`config.mk`:
```
export PLATFORM = sky130hd
export DESIGN_NAME = rbm_batch_controller_flat
export DESIGN_NICKNAME = d
export VERILOG_FILES = /design/src/rtl/rbm_batch_controller_pkg.sv /design/src/rtl/rbm_batch_controller_if.sv /design/src/rtl/rbm_sync_fifo.sv /design/src/rtl/rbm_batch_controller.sv /design/src/flat_wrapper.sv
export SDC_FILE = /design/constraint.sdc
export NUM_CORES = 1
export LEC_CHECK = 0
export ABC_AREA = 1
export BUFFER_PORTS_ARGS = -buffer_cell sky130_fd_sc_hd__buf_4
export CORE_UTILIZATION = 60
export DETAILED_ROUTE_END_ITERATION = 12
export GPL_ROUTABILITY_DRIVEN = 0
export PLACE_DENSITY = 0.79
export SETUP_SLACK_MARGIN = 0.2
export SLEW_MARGIN = 25
export SYNTH_ARGS = -nofsm -noshare
export SYNTH_HDL_FRONTEND = slang
export SYNTH_SLANG_ARGS = --single-unit
```
`constraint.sdc`:
```
create_clock -name clock -period 7.1 [get_ports clock]
set_input_delay 0.71 -clock clock [delete_from_list [all_inputs] [get_ports clock]]
set_output_delay 0.71 -clock clock [all_outputs]
set_load 0.02 [all_outputs]
```
`src/rtl/rbm_batch_controller_pkg.sv`:
```
// Shared definitions for the RBM batch controller: FSM encoding and result-word layout.
// The optional argmax field is enabled by defining RBM_BATCH_ARGMAX_EN (undefined by default).
package rbm_batch_controller_pkg;

    typedef enum logic [1:0] {
        IDLE = 2'd0,
        ERST = 2'd1,
        RUN  = 2'd2,
        DONE = 2'd3
    } state_t;

    // Result word, LSB first: data | tag | timeout | class (class only with argmax).
    function automatic int tag_lsb(input int data_w);
        return data_w;
    endfunction

    function automatic int timeout_bit(input int data_w, input int tag_w);
        return data_w + tag_w;
    endfunction

    function automatic int class_lsb(input int data_w, input int tag_w);
        return data_w + tag_w + 1;
    endfunction

    function automatic int class_width(input int dim);
        return (dim > 1) ? $clog2(dim) : 1;
    endfunction

endpackage

```
`src/rtl/rbm_batch_controller_if.sv`:
```
// Host-side stream bus of the batch controller: input vectors in, tagged results out.
interface rbm_batch_controller_if
    import rbm_batch_controller_pkg::*;
#(
    parameter int bitlength  = 12,
    parameter int input_dim  = 4,
    parameter int output_dim = 2,
    parameter int tag_width  = 8
);
    localparam int class_w = class_width(output_dim);

    logic                            in_valid;
    logic                            in_ready;
    logic [input_dim*bitlength-1:0]  in_data;
    logic                            out_valid;
    logic                            out_ready;
    logic [output_dim*bitlength-1:0] out_data;
    logic [tag_width-1:0]            out_tag;
    logic                            out_timeout;
    logic [class_w-1:0]              out_class;

    modport master (
        output in_valid, in_data, out_ready,
        input  in_ready, out_valid, out_data, out_tag, out_timeout, out_class
    );

    modport slave (
        input  in_valid, in_data, out_ready,
        output in_ready, out_valid, out_data, out_tag, out_timeout, out_class
    );

endinterface

```
`src/rtl/rbm_sync_fifo.sv`:
```
// First-word-fall-through synchronous FIFO; a push into a full FIFO is accepted when a pop happens in the same cycle.
module rbm_sync_fifo #(
    parameter int width = 8,
    parameter int depth = 4
) (
    input  logic             clock,
    input  logic             reset,
    input  logic             push,
    input  logic [width-1:0] push_data,
    input  logic             pop,
    output logic [width-1:0] pop_data,
    output logic             full,
    output logic             empty
);
    localparam int aw = $clog2(depth);

    logic [width-1:0] mem [depth];
    logic [aw:0]      wr_ptr;
    logic [aw:0]      rd_ptr;
    logic             do_push;
    logic             do_pop;

    assign empty    = (wr_ptr == rd_ptr);
    assign full     = (wr_ptr[aw] != rd_ptr[aw]) && (wr_ptr[aw-1:0] == rd_ptr[aw-1:0]);
    assign do_pop   = pop && !empty;
    assign do_push  = push && (!full || do_pop);
    assign pop_data = mem[rd_ptr[aw-1:0]];

    always_ff @(posedge clock) begin
        if (reset) begin
            wr_ptr <= '0;
            rd_ptr <= '0;
        end else begin
            if (do_push) wr_ptr <= wr_ptr + 1'b1;
            if (do_pop)  rd_ptr <= rd_ptr + 1'b1;
        end
    end

    always_ff @(posedge clock) begin
        if (do_push) mem[wr_ptr[aw-1:0]] <= push_data;
    end

endmodule

```
`src/rtl/rbm_batch_controller.sv`:
```
// Batch sequencer around the RBM engine: buffers vectors, runs each through the engine with a watchdog, queues tagged results.
// Define RBM_BATCH_ARGMAX_EN to add a registered signed argmax class to every result.
module rbm_batch_controller
    import rbm_batch_controller_pkg::*;
#(
    parameter int bitlength      = 12,
    parameter int input_dim      = 4,
    parameter int output_dim     = 2,
    parameter int in_depth       = 8,
    parameter int out_depth      = 4,
    parameter int tag_width      = 8,
    parameter int timeout_cycles = 4096
) (
    input  logic                             clock,
    input  logic                             reset,
    rbm_batch_controller_if.slave            bus,
    output logic                             eng_reset,
    output logic                             eng_data_valid,
    output logic [input_dim*bitlength-1:0]   eng_input,
    input  logic [output_dim*bitlength-1:0]  eng_output,
    input  logic                             eng_finish,
    output logic                             busy
);
    localparam int in_w    = input_dim * bitlength;
    localparam int data_w  = output_dim * bitlength;
    localparam int class_w = class_width(output_dim);
    localparam int tag_lo  = tag_lsb(data_w);
    localparam int to_bit  = timeout_bit(data_w, tag_width);
    localparam int wd_w    = $clog2(timeout_cycles + 1);
`ifdef RBM_BATCH_ARGMAX_EN
    localparam int cls_lo  = class_lsb(data_w, tag_width);
    localparam int res_w   = cls_lo + class_w;
`else
    localparam int res_w   = to_bit + 1;
`endif

    state_t              state_q, state_d;
    logic [in_w-1:0]     eng_input_q;
    logic [in_w-1:0]     in_head;
    logic                in_full, in_empty, in_pop;
    logic [res_w-1:0]    res_word, out_head, out_word;
    logic                out_full, out_empty, out_pop, out_push;
    logic [data_w-1:0]   res_data_q;
    logic                res_timeout_q;
    logic [tag_width-1:0] tag_q;
    logic [wd_w-1:0]     wd_q;
    logic                fin_q, fin_edge, wd_limit, capture;

    rbm_sync_fifo #(.width(in_w), .depth(in_depth)) u_in_fifo (
        .clock     (clock),
        .reset     (reset),
        .push      (bus.in_valid && !in_full),
        .push_data (bus.in_data),
        .pop       (in_pop),
        .pop_data  (in_head),
        .full      (in_full),
        .empty     (in_empty)
    );

    rbm_sync_fifo #(.width(res_w), .depth(out_depth)) u_out_fifo (
        .clock     (clock),
        .reset     (reset),
        .push      (out_push),
        .push_data (res_word),
        .pop       (out_pop),
        .pop_data  (out_head),
        .full      (out_full),
        .empty     (out_empty)
    );

    // The first RUN cycle only samples the finish level, so a level left high is never taken as an edge.
    assign fin_edge = eng_finish && !fin_q && (wd_q != '0);
    assign wd_limit = (wd_q == wd_w'(timeout_cycles - 1));
    assign out_pop  = !out_empty && bus.out_ready;

    always_comb begin
        state_d  = state_q;
        in_pop   = 1'b0;
        capture  = 1'b0;
        out_push = 1'b0;
        case (state_q)
            IDLE: if (!in_empty) begin
                in_pop  = 1'b1;
                state_d = ERST;
            end
            ERST: state_d = RUN;
            RUN: if (fin_edge || wd_limit) begin
                capture = 1'b1;
                state_d = DONE;
            end
            DONE: if (!out_full || out_pop) begin
                out_push = 1'b1;
                state_d  = IDLE;
            end
            default: state_d = IDLE;
        endcase
    end

`ifdef RBM_BATCH_ARGMAX_EN
    logic [class_w-1:0]          argmax, class_q;
    logic signed [bitlength-1:0] best;

    // Strict greater-than keeps the lowest index on ties.
    always_comb begin
        argmax = '0;
        best   = $signed(eng_output[bitlength-1:0]);
        for (int i = 1; i < output_dim; i++) begin
            if ($signed(eng_output[i*bitlength +: bitlength]) > best) begin
                best   = $signed(eng_output[i*bitlength +: bitlength]);
                argmax = class_w'(i);
            end
        end
    end

    always_ff @(posedge clock) begin
        if (reset)        class_q <= '0;
        else if (capture) class_q <= fin_edge ? argmax : '0;
    end

    assign res_word      = {class_q, res_timeout_q, tag_q, res_data_q};
`else
    assign res_word      = {res_timeout_q, tag_q, res_data_q};
`endif

    always_ff @(posedge clock) begin
        if (reset) begin
            state_q       <= IDLE;
            eng_input_q   <= '0;
            fin_q         <= 1'b0;
            wd_q          <= '0;
            res_data_q    <= '0;
            res_timeout_q <= 1'b0;
            tag_q         <= '0;
        end else begin
            state_q <= state_d;
            if (in_pop) eng_input_q <= in_head;
            if (state_q == ERST) begin
                fin_q <= 1'b0;
                wd_q  <= '0;
            end
            if (state_q == RUN) begin
                fin_q <= eng_finish;
                wd_q  <= wd_q + 1'b1;
            end
            if (capture) begin
                res_data_q    <= fin_edge ? eng_output : '0;
                res_timeout_q <= !fin_edge;
            end
            if (out_push) tag_q <= tag_q + 1'b1;
        end
    end

    // FIFO storage is not reset, so the head is masked to zero while nothing is queued.
    assign out_word        = out_empty ? '0 : out_head;
    assign bus.in_ready    = !in_full;
    assign bus.out_valid   = !out_empty;
    assign bus.out_data    = out_word[data_w-1:0];
    assign bus.out_tag     = out_word[tag_lo +: tag_width];
    assign bus.out_timeout = out_word[to_bit];
`ifdef RBM_BATCH_ARGMAX_EN
    assign bus.out_class   = out_word[cls_lo +: class_w];
`else
    assign bus.out_class   = '0;
`endif

    assign eng_reset      = reset | (state_q == ERST);
    assign eng_data_valid = (state_q == RUN);
    assign eng_input      = eng_input_q;
    assign busy           = (state_q != IDLE);

endmodule

```
`src/flat_wrapper.sv`:
```
// flat-port wrapper written by rule: the top's interface ports become plain ports
module rbm_batch_controller_flat import rbm_batch_controller_pkg::*;
#(
    parameter int bitlength      = 12,
    parameter int input_dim      = 4,
    parameter int output_dim     = 2,
    parameter int in_depth       = 8,
    parameter int out_depth      = 4,
    parameter int tag_width      = 8,
    parameter int timeout_cycles = 4096
)
  (clock, reset, eng_reset, eng_data_valid, eng_input, eng_output, eng_finish, busy, bus_in_valid, bus_in_data, bus_out_ready, bus_in_ready, bus_out_valid, bus_out_data, bus_out_tag, bus_out_timeout, bus_out_class);
  rbm_batch_controller_if #(.bitlength(bitlength), .input_dim(input_dim), .output_dim(output_dim), .tag_width(tag_width)) bus_i ();
  input  logic clock;
  input  logic reset;
  output logic eng_reset;
  output logic eng_data_valid;
  output logic [input_dim*bitlength-1:0] eng_input;
  input  logic [output_dim*bitlength-1:0] eng_output;
  input  logic eng_finish;
  output logic busy;
  input wire logic [$bits(bus_i.in_valid)-1:0] bus_in_valid;
  input wire logic [$bits(bus_i.in_data)-1:0] bus_in_data;
  input wire logic [$bits(bus_i.out_ready)-1:0] bus_out_ready;
  output wire logic [$bits(bus_i.in_ready)-1:0] bus_in_ready;
  output wire logic [$bits(bus_i.out_valid)-1:0] bus_out_valid;
  output wire logic [$bits(bus_i.out_data)-1:0] bus_out_data;
  output wire logic [$bits(bus_i.out_tag)-1:0] bus_out_tag;
  output wire logic [$bits(bus_i.out_timeout)-1:0] bus_out_timeout;
  output wire logic [$bits(bus_i.out_class)-1:0] bus_out_class;
  assign bus_i.in_valid = bus_in_valid;
  assign bus_i.in_data = bus_in_data;
  assign bus_i.out_ready = bus_out_ready;
  assign bus_in_ready = bus_i.in_ready;
  assign bus_out_valid = bus_i.out_valid;
  assign bus_out_data = bus_i.out_data;
  assign bus_out_tag = bus_i.out_tag;
  assign bus_out_timeout = bus_i.out_timeout;
  assign bus_out_class = bus_i.out_class;
  rbm_batch_controller #(.bitlength(bitlength), .input_dim(input_dim), .output_dim(output_dim), .in_depth(in_depth), .out_depth(out_depth), .tag_width(tag_width), .timeout_cycles(timeout_cycles)) u_core (.clock(clock), .reset(reset), .bus(bus_i), .eng_reset(eng_reset), .eng_data_valid(eng_data_valid), .eng_input(eng_input), .eng_output(eng_output), .eng_finish(eng_finish), .busy(busy));
endmodule
```
==> results of run 1 <==
==> sequential cells by signal (all words and copies together), names as in the netlist, named ones only <==
| name | count |
|---|---|
| u_core.res_data_q | 24 |
| u_core.eng_input | 48 |
| u_core.state_q | 2 |
| u_core.res_timeout_q | 1 |
| u_core.u_out_fifo.mem | 132 |
| u_core.u_out_fifo.wr_ptr | 3 |
| u_core.wd_q | 13 |
| u_core.u_in_fifo.mem | 384 |
| u_core.u_in_fifo.wr_ptr | 4 |
| u_core.u_out_fifo.rd_ptr | 3 |
| u_core.tag_q | 8 |
| u_core.u_in_fifo.rd_ptr | 4 |
| u_core.fin_q | 1 |
==> layer usage <==
layer	global-route usage (%)	wire length [um]	share of wire, %
met1	32.74	21200	39
met2	45.37	27600	51
met3	3.452	4013	7.4
met4	11.14	1598	2.9
met5	0	0	0
==> worst paths after layout <==
check,startpoint,endpoint,depth (start not counted)
worst min register to register,u_core.fin_q,u_core.fin_q,2
worst max register to register,u_core.u_in_fifo.rd_ptr[0],u_core.eng_input[41],10
worst min-delay path,bus_in_data[27],u_core.u_in_fifo.mem[7][27],1
worst max-delay path,u_core.u_in_fifo.rd_ptr[0],bus_in_ready,7
==> power by group <==
part           total, mW  switching, mW  internal (mW)  leakage, nW
sequential          4.40          0.209           4.19         5.80
combinational       2.75           1.86          0.894         3.58
clock               3.45           1.34           2.11         1.06
total               10.6           3.41           7.19         10.4
==> critical path, delay by kind of cell, from the launching register on <==
kind	cells	cell delay, ns
buffers and inverters	3	1.42
AND/OR/NAND/NOR	4	0.55
flip-flops	1	0.85
==> per-stage QoR <==
stage          std cells  utilization [%]  power [mW]
3_5_place_dp        2749            65.24       7.187
3_3_place_gp        2749            65.23       7.097
4_1_cts             2861            70.65       10.62
5_1_grt             2862            70.72       11.07
2_1_floorplan       2164                -       6.324
6_report            2862            70.72       10.60
==> cell type report <==
type                       count  area share (%)
clock buffer                  69           5.578
clock inverter                43           2.065
inverter                      85           1.153
multi-input combinational   1324           21.37
sequential                   629           62.53
tap                          525           2.311
timing repair buffer         187           4.997
==> placed cells by master, fill, tap and decap left out, drive strengths merged, types with 5 or more instances in the layout <==
cell	count
nor2	577
clkbuf	69
inv	85
nand3	17
o21ai	294
nor3	57
nand2	162
dfxtp	113
bufinv	14
a21oi	152
o32ai	33
nand4	5
ha	14
edfxtp	516
buf	187
clkinv	26
==> cell families (layout without fill, tap and decap cells) <==
logic type	after synthesis	count (layout)	synth area share, %
other	1	1	0.01520
buffers and inverters	211	384	3.721
AOI/OAI and AO/OA	482	482	10.31
DFF	629	629	71.96
adders and majority gates	14	14	0.7098
xor gates and xnor gates	5	5	0.1774
and+or+nand+nor	822	822	13.11
==> run_results.csv, run 1 <==
group,metric,value,unit
power_and_ir_drop,power_density,372.9,mW/mm2
clock_tree,htreeDepth,2,
timing,slew_violations,0,
worst_setup_path,slowest_delay,0.85,ns
logic_synthesis,netlist_area,0.02468,mm2
logic_synthesis,synth.avg_cell_area,11.40,um2
logic_synthesis,ys_top_cells_by_area,"edfxtp_1 63%, dfxtp_1 9.2%, nor2_1 8.7%",
layout,fin_nets,2377,
layout,multi_input_area,0.006072,mm2
clock_tree,postCtsSetupBuffers,0,
clock_tree,cts_root_buf,"clkbuf_16",
run_status,outcome,"finished, final reports clean",
worst_setup_path,critPathKind,"flip-flop to primary output",
logic_synthesis,synth_top_area_cell,"edfxtp_1",
global_route,antenna_found_initial,0,
drt,vias_per_cell,5.838,
layout,seq_area,0.01777,mm2
clock_tree,cts_buffer_depth,3,
timing,slew_headroom,41.54,%
logic_synthesis,synth.top_cell.area_share,62.79,%
logic_synthesis,ys_seq_area_share,71.96,%
layout,final_cell_area,0.02842,mm2
die,initial_core_util,61.40,%
global_route,grt_max_degree,121,
timing,hold_ws,0.3181,ns
worst_setup_path,critPathMostFrequentCell,"buf_4",
drt,via_count,16708,
flow_run,cap_violations,0,
clock_tree,cts.sinks,629,
logic_synthesis,synth.most_common_cell,"nor2_1",
worst_setup_path,path_cells,"buf_4, inv_4, nand2_1, nand2_2, nor2_4, nand4_2, buf_4",
drt,wire_per_inst,19.01,um
die,pin_count,164,
placement,placed_area,0.02622,mm2
global_route,grt_pass1_wl,84.44,mm
logic_synthesis,synth-edff-count,516,
die,die_h,204.8,um
timing,fin_crit_sh,59.03,%
worst_setup_path,path_max_fanout,76,
global_route,grt_overflow,0,
timing,rsz0062_at_grt,"false",
layout,antennaDiodeCount,0,
timing,finClkSkew,0.02492,ns
die,die-area,0.04194,mm2
timing,setup_viol,0,
logic_synthesis,ys_top_cells_by_count,"575 x nor2_1, 516 x edfxtp_1, 216 x o21ai_0",
worst_setup_path,required,6.39,ns
layout,n_fill_cell,2681,
worst_setup_path,reg2reg_slack,3.04,ns
timing,fin_tns_setup,0,ns
logic_synthesis,synthFlopType,"edfxtp_1",
placement,place_ws,3.125,ns
layout,synthToLayoutAreaGrowth,15.17,%
logic_synthesis,syn_nets,2255,
clock_tree,cts_tree,"built",
timing,setup_ws,2.909,ns
global_route,first_global_vias,16478,
drt,firstDrtPassIters,7,
die,coreArea,0.04019,mm2
layout,drive_gt1_share,13.95,%
worst_setup_path,arrival,3.48,ns
drt,drc,0,
worst_setup_path,cpMaxStageDelayCell,"dfxtp_4",
logic_synthesis,yosysWarnings,0,
worst_setup_path,crit_path_start_kind,"flip-flop",
power_and_ir_drop,vdd_ir_drop_max,0.0002824,V
clock_tree,worstSkewPairLatency,0.63,ns
timing,fmaxAchievable,238.6,MHz
clock_tree,cts_buffers,59,
drt,first_iter_violations,1494,
placement,io_buffers,162,
placement,dp_hpwl,29.38,mm
min_path,hold_path_class,"input pin to flip-flop",
drt,wirelength,54.41,mm
die,rows,73,
worst_setup_path,endpoint_kind,"primary output",
logic_synthesis,ys_ff_latch,629,
logic_synthesis,netlist_instances,2164,
logic_synthesis,synthArstFlopShare,0,%
drt,postRouteAntennaNets,0,
die,die_x,204.8,um
power_and_ir_drop,p_leak,10.44,nW
clock_tree,postCtsHoldBufs,0,
global_route,grt_usage,26.07,%
clock_tree,cts_resized,0,
timing,fin_crit,4.191,ns
timing,hold_viol_final,0,
clock_tree,clkTransAtPathRegs,0.06,ns
timing,worst_pin_slew,0.8769,ns
logic_synthesis,ys_types,34,
Note: power is estimated with default switching activity, not from simulation.
==> run 2: changes to the inputs <==
==> constraint.sdc (replaced) <==
create_clock -name clock -period 3.9 [get_ports clock]
set_input_delay 0.39 -clock clock [delete_from_list [all_inputs] [get_ports clock]]
set_output_delay 0.39 -clock clock [all_outputs]
set_load 0.02 [all_outputs]
==> run 2 against run 1 <==
Effect of this change:
- hold slack got worse by 0.28 ns
- core utilization is 0.69 points higher
- die area unchanged
- clock-buffer cell count up 19
==> run_results.csv, run 2 (same netlist as run 1, synthesis figures left out) <==
group,metric,value,unit
timing,hold_ws,0.03432,ns
timing,hold_viol_final,0,
power_and_ir_drop,vdd_ir_drop_max,0.0004559,V
global_route,grt_usage,28.05,%
timing,fin_crit,2.921,ns
die,initial_core_util,61.40,%
power_and_ir_drop,comb_power_share,28.1,%
drt,wirelength,57.97,mm
layout,drive_gt1_share,13.12,%
timing,fmaxAchievable,342.4,MHz
drt,wire_per_inst,19.90,um
placement,placed_cells,2753,
clock_tree,cts_buffers,60,
timing,setup_viol,0,
layout,synthToLayoutAreaGrowth,16.29,%
clock_tree,cts_buffer_depth,3,
power_and_ir_drop,power_switching,6.303,mW
power_and_ir_drop,p_seq_share,41.9,%
placement,dp_hpwl,31.26,mm
drt,postRouteAntennaNets,0,
clock_tree,postCtsSetupBuffers,0,
die,die_x,204.8,um
drt,first_iter_violations,1755,
global_route,grt_pass1_wl,90.30,mm
timing,worst_pin_slew,1.032,ns
global_route,first_global_vias,17146,
min_path,hold_path_class,"input pin to flip-flop",
power_and_ir_drop,clkPwrFrac,30.0,%
drt,vias_per_cell,5.855,
layout,finalNonFillerCells,2913,
clock_tree,cts_resized,0,
worst_setup_path,endpoint_kind,"primary output",
global_route,antenna_found_initial,2,
timing,setup_ws,0.9793,ns
placement,io_buffers,162,
worst_setup_path,crit_path_start_kind,"flip-flop",
die,coreArea,0.04019,mm2
layout,n_fill_cell,2668,
worst_setup_path,arrival,2.53,ns
timing,finClkSkew,0.01771,ns
timing,fin_crit_sh,74.89,%
die,rows,73,
layout,largest_reg_flops,384,
clock_tree,postCtsHoldBufs,45,
worst_setup_path,path_max_fanout,35,
worst_setup_path,critPathKind,"flip-flop to primary output",
clock_tree,worstSkewPairLatency,0.63,ns
layout,final_util,71.40,%
clock_tree,htreeDepth,2,
flow_run,cap_violations,0,
power_and_ir_drop,internal-power,12.53,mW
drt,via_count,17056,
die,die_h,204.8,um
clock_tree,clkTransAtPathRegs,0.06,ns
global_route,grt_max_degree,99,
layout,fin_nets,2426,
clock_tree,cts.sinks,629,
clock_tree,cts_root_buf,"clkbuf_16",
die,die-area,0.04194,mm2
run_status,outcome,"finished, final reports clean",
power_and_ir_drop,switching_share,33.47,%
placement,placed_area,0.02631,mm2
timing,fin_tns_setup,0,ns
timing,slew_violations,0,
power_and_ir_drop,power_density,656.3,mW/mm2
drt,firstDrtPassIters,5,
timing,rsz0062_at_grt,"false",
layout,final_cell_area,0.02870,mm2
power_and_ir_drop,p_leak,10.52,nW
layout,mostFrequentLayoutCells,"564 x nor2_1, 516 x edfxtp_1, 216 x o21ai_0",
die,pin_count,164,
worst_setup_path,required,3.51,ns
drt,drc,0,
layout,layout_commonest_cell,"nor2_1",
clock_tree,cts_tree,"built",
global_route,grt_overflow,0,
power_and_ir_drop,p_total,18.83,mW
timing,slew_headroom,31.03,%
placement,place_ws,0.8574,ns
run 2: changes by cell type in the layout (fill, tap and decap cells not counted), moves of 2 or more:
| cell | change |
|---|---|
| buf_12 | +3 |
| buf_4 | -2 |
| buf_6 | +2 |
| bufinv_16 | -10 |
| clkbuf_1 | +18 |
| clkinv_2 | -5 |
| clkinv_4 | -2 |
| diode_2 | +2 |
| dlygate4sd3_1 | +45 |
run 2: layout make-up:
cell class,instances,area (um2),share of cell area [%]
diodes,2,5.005,0.01744
clock buffers,88,1667,5.808
clock inverters,25,254.0,0.8851
inverters,85,324.1,1.129
multi-input cells,1324,6083,21.20
flip-flops and latches,629,17770,61.92
well taps,525,656.9,2.289
repair buffers,235,1938,6.754
run 2: power groups by stage:
| stage | clock network (mW) | registers [mW] | logic, mW |
|---|---|---|---|
| 5_1_grt | 5.98 | 7.93 | 5.81 |
| 2_1_floorplan | 0 | 8.10 | 3.41 |
| 3_3_place_gp | 0 | 8.01 | 5.04 |
| 4_1_cts | 5.71 | 7.89 | 5.28 |
| 3_5_place_dp | 0 | 8.02 | 5.19 |
| 6_report | 5.65 | 7.90 | 5.29 |
run 2: worst paths after layout:
path,endpoint,start,slack (ns),cells after the start
worst max-delay path,bus_out_tag[7],u_core.u_out_fifo.wr_ptr[1],0.98,8
worst max register to register,u_core.u_in_fifo.mem[1][23],u_core.u_in_fifo.rd_ptr[2],1.01,8
worst min register to register,u_core.wd_q[11],u_core.wd_q[11],0.46,2
worst min-delay path,u_core.u_in_fifo.mem[2][43],bus_in_data[43],0.03,1
run 2: layer usage:
layer / up-vias / wire length, um / GRT usage (%) / part of all wire (%)
met2: 882 / 29010 / 48.53 / 50
met4: 0 / 1406 / 9.968 / 2.4
met5: - / 0 / 0 / 0
met3: 126 / 5602 / 5.902 / 9.7
li1: 7891 / - / - / -
met1: 8157 / 21950 / 34.80 / 38
run 2: critical path, cell delays in order, from the launching register on:
cell	delay, ns
dfxtp_1	0.39
inv_2	0.08
nand2_1	0.06
nand2_1	0.05
nor2_1	0.23
nand2_2	0.54
nand2_1	0.32
inv_1	0.07
buf_4	0.16
==> run 3: changes to the inputs <==
--- a/config.mk
+++ b/config.mk
@@ -5,7 +5,7 @@
 export SDC_FILE = /design/constraint.sdc
 export NUM_CORES = 1
 export LEC_CHECK = 0
-export ABC_AREA = 1
+export ABC_AREA = 0
 export BUFFER_PORTS_ARGS = -buffer_cell sky130_fd_sc_hd__buf_4
 export CORE_UTILIZATION = 60
 export DETAILED_ROUTE_END_ITERATION = 12
==> constraint.sdc (replaced) <==
create_clock -name clock -period 3.06 [get_ports clock]
set_input_delay 0.306 -clock clock [delete_from_list [all_inputs] [get_ports clock]]
set_output_delay 0.306 -clock clock [all_outputs]
set_load 0.02 [all_outputs]
==> run 3 against run 2 <==
Effect of this change:
- routed wire length is 17% lower
- clock power is 34% higher
- flip-flop and latch count unchanged
- core utilization increased by 2.1 points
- clock skew is 0.0099 ns higher
- critical endpoint is now bus_out_data[11]
- critical path depth shrank 4
- largest power group unchanged
- highest routed layer unchanged
==> run_results.csv, run 3 <==
group,metric,value,unit
timing,slew_violations,0,
drt,via_count,12302,
logic_synthesis,synthFlopType,"edfxtp_1",
clock_tree,cts.sinks,629,
power_and_ir_drop,p_leak,9.563,nW
logic_synthesis,synth.avg_cell_area,19.27,um2
layout,synthToLayoutAreaGrowth,19.65,%
placement,placed_area,0.02584,mm2
die,die_x,201.8,um
power_and_ir_drop,vdd_ir_drop_max,0.0006788,V
power_and_ir_drop,power_density,755.8,mW/mm2
timing,slew_headroom,45.21,%
die,die-area,0.04072,mm2
logic_synthesis,ys_ff_latch,629,
worst_setup_path,crit_path_start_kind,"flip-flop",
logic_synthesis,synth-edff-count,516,
worst_setup_path,path_max_fanout,18,
timing,fmaxAchievable,386.4,MHz
timing,rsz0062_at_grt,"false",
placement,placed_cells,1885,
layout,final_util,73.47,%
run_status,outcome,"finished, final reports clean",
logic_synthesis,ys_top_cells_by_area,"edfxtp_1 65%, mux4_2 12%, dfxtp_1 9.4%",
layout,final_cell_area,0.02866,mm2
die,die_h,201.8,um
placement,io_buffers,162,
logic_synthesis,synth_top_area_cell,"edfxtp_1",
placement,dp_hpwl,25.43,mm
timing,fin_tns_setup,0,ns
logic_synthesis,ys_seq_area_share,74.14,%
drt,wirelength,47.94,mm
logic_synthesis,netlist_area,0.02395,mm2
logic_synthesis,syn_nets,1334,
global_route,first_global_vias,12887,
die,initial_core_util,61.40,%
global_route,grt_pass1_wl,73.41,mm
worst_setup_path,r2r-start,"u_core.u_in_fifo.wr_ptr[1]",
logic_synthesis,yosysWarnings,0,
drt,first_iter_violations,1060,
layout,layout_commonest_cell,"edfxtp_1",
flow_run,cap_violations,0,
timing,worst_pin_slew,0.8218,ns
timing,setup_viol,0,
worst_setup_path,arrival,2.28,ns
drt,drc,0,
power_and_ir_drop,p_total,21.66,mW
layout,mostFrequentLayoutCells,"516 x edfxtp_1, 189 x buf_4, 129 x mux4_2",
global_route,grt_usage,23.99,%
clock_tree,cts_buffer_depth,3,
logic_synthesis,synth.most_common_cell,"edfxtp_1",
global_route,grt_max_degree,100,
logic_synthesis,synthArstFlopShare,0,%
drt,wire_per_inst,23.13,um
worst_setup_path,required,2.75,ns
layout,finalNonFillerCells,2073,
drt,vias_per_cell,5.934,
layout,antennaDiodeCount,0,
logic_synthesis,ys_top_cells_by_count,"516 x edfxtp_1, 129 x mux4_2, 113 x dfxtp_1, 113 x nor2_1, 54 x mux2i_1",
clock_tree,cts_tree,"built",
min_path,hold_path_class,"input pin to flip-flop",
timing,hold_viol_final,0,
layout,fin_nets,1594,
clock_tree,cts_resized,0,
min_path,worstHoldStart,"bus_out_ready",
clock_tree,cts_root_buf,"clkbuf_16",
global_route,antenna_found_initial,0,
die,rows,72,
layout,drive_gt1_share,29.58,%
timing,setup_ws,0.4721,ns
clock_tree,worstSkewPairLatency,0.64,ns
clock_tree,htreeDepth,2,
placement,place_ws,0.6196,ns
die,coreArea,0.03901,mm2
drt,firstDrtPassIters,5,
clock_tree,cts_buffers,60,
logic_synthesis,netlist_instances,1243,
timing,fin_crit_sh,84.57,%
worst_setup_path,critPathKind,"flip-flop to primary output",
drt,postRouteAntennaNets,0,
worst_setup_path,endpoint_kind,"primary output",
clock_tree,clkTransAtPathRegs,0.06,ns
die,pin_count,164,
logic_synthesis,synth.top_cell.area_share,64.69,%
timing,fin_crit,2.588,ns
timing,finClkSkew,0.02762,ns
logic_synthesis,ys_types,44,
timing,hold_ws,0.04970,ns
layout,largest_reg_flops,384,
global_route,grt_overflow,0,
## run 3: final timing paths
kind | end | slack, ns | depth (start not counted)
min reg2reg | u_core.eng_input[39] | 0.50 | 2
min | u_core.u_out_fifo.rd_ptr[2] | 0.05 | 4
max reg2reg | u_core.u_in_fifo.mem[0][36] | 0.55 | 5
max | bus_out_data[11] | 0.47 | 4
## run 3: what timing repair did
action,in CTS,in global routing
hold buffers,73,0
setup buffers,0,0
hold endpoints to repair,409,0
## run 3: area by class of cell
class                           count  area [um2]
Timing Repair Buffer              270        2310
Fill cell                        2192       10350
Clock inverter                     20       315.3
Tap cell                          518       648.1
Sequential cell                   629       17770
Clock buffer                       94        1749
Inverter                           15       56.30
Multi-Input combinational cell    527        5809
## run 3: layer usage
layer	vias to the layer above	part of all wire [%]	track usage, %
met3	57	6.1	3.950
li1	5465	-	-
met1	6318	39	31.53
met5	-	0	0
met2	462	53	41.30
met4	0	1.6	7.549
## run 3: kinds of logic after synthesis
kind of cell	Yosys count	synth area share [%]
flip-flops	629	74.14
AND/OR/NAND/NOR	208	4.263
multiplexers	183	14.39
AO/OA/AOI/OAI	87	3.197
buffers and inverters	87	1.933
XOR/XNOR	34	1.337
adder cells (fa/ha/maj)	14	0.7313
other	1	0.01566
## run 3: where the power goes
part,leakage [nW],switching (mW),internal [mW],total [mW]
registers,5.69,0.302,9.74,10.0
logic,2.88,2.24,1.82,4.06
clock network,0.992,3.11,4.45,7.56
## run 3: critical path: stages (launching register included)
cell and delay (ns):
dfxtp_2 0.33, buf_4 0.37, mux4_2 0.58, and2_1 0.19, buf_4 0.16
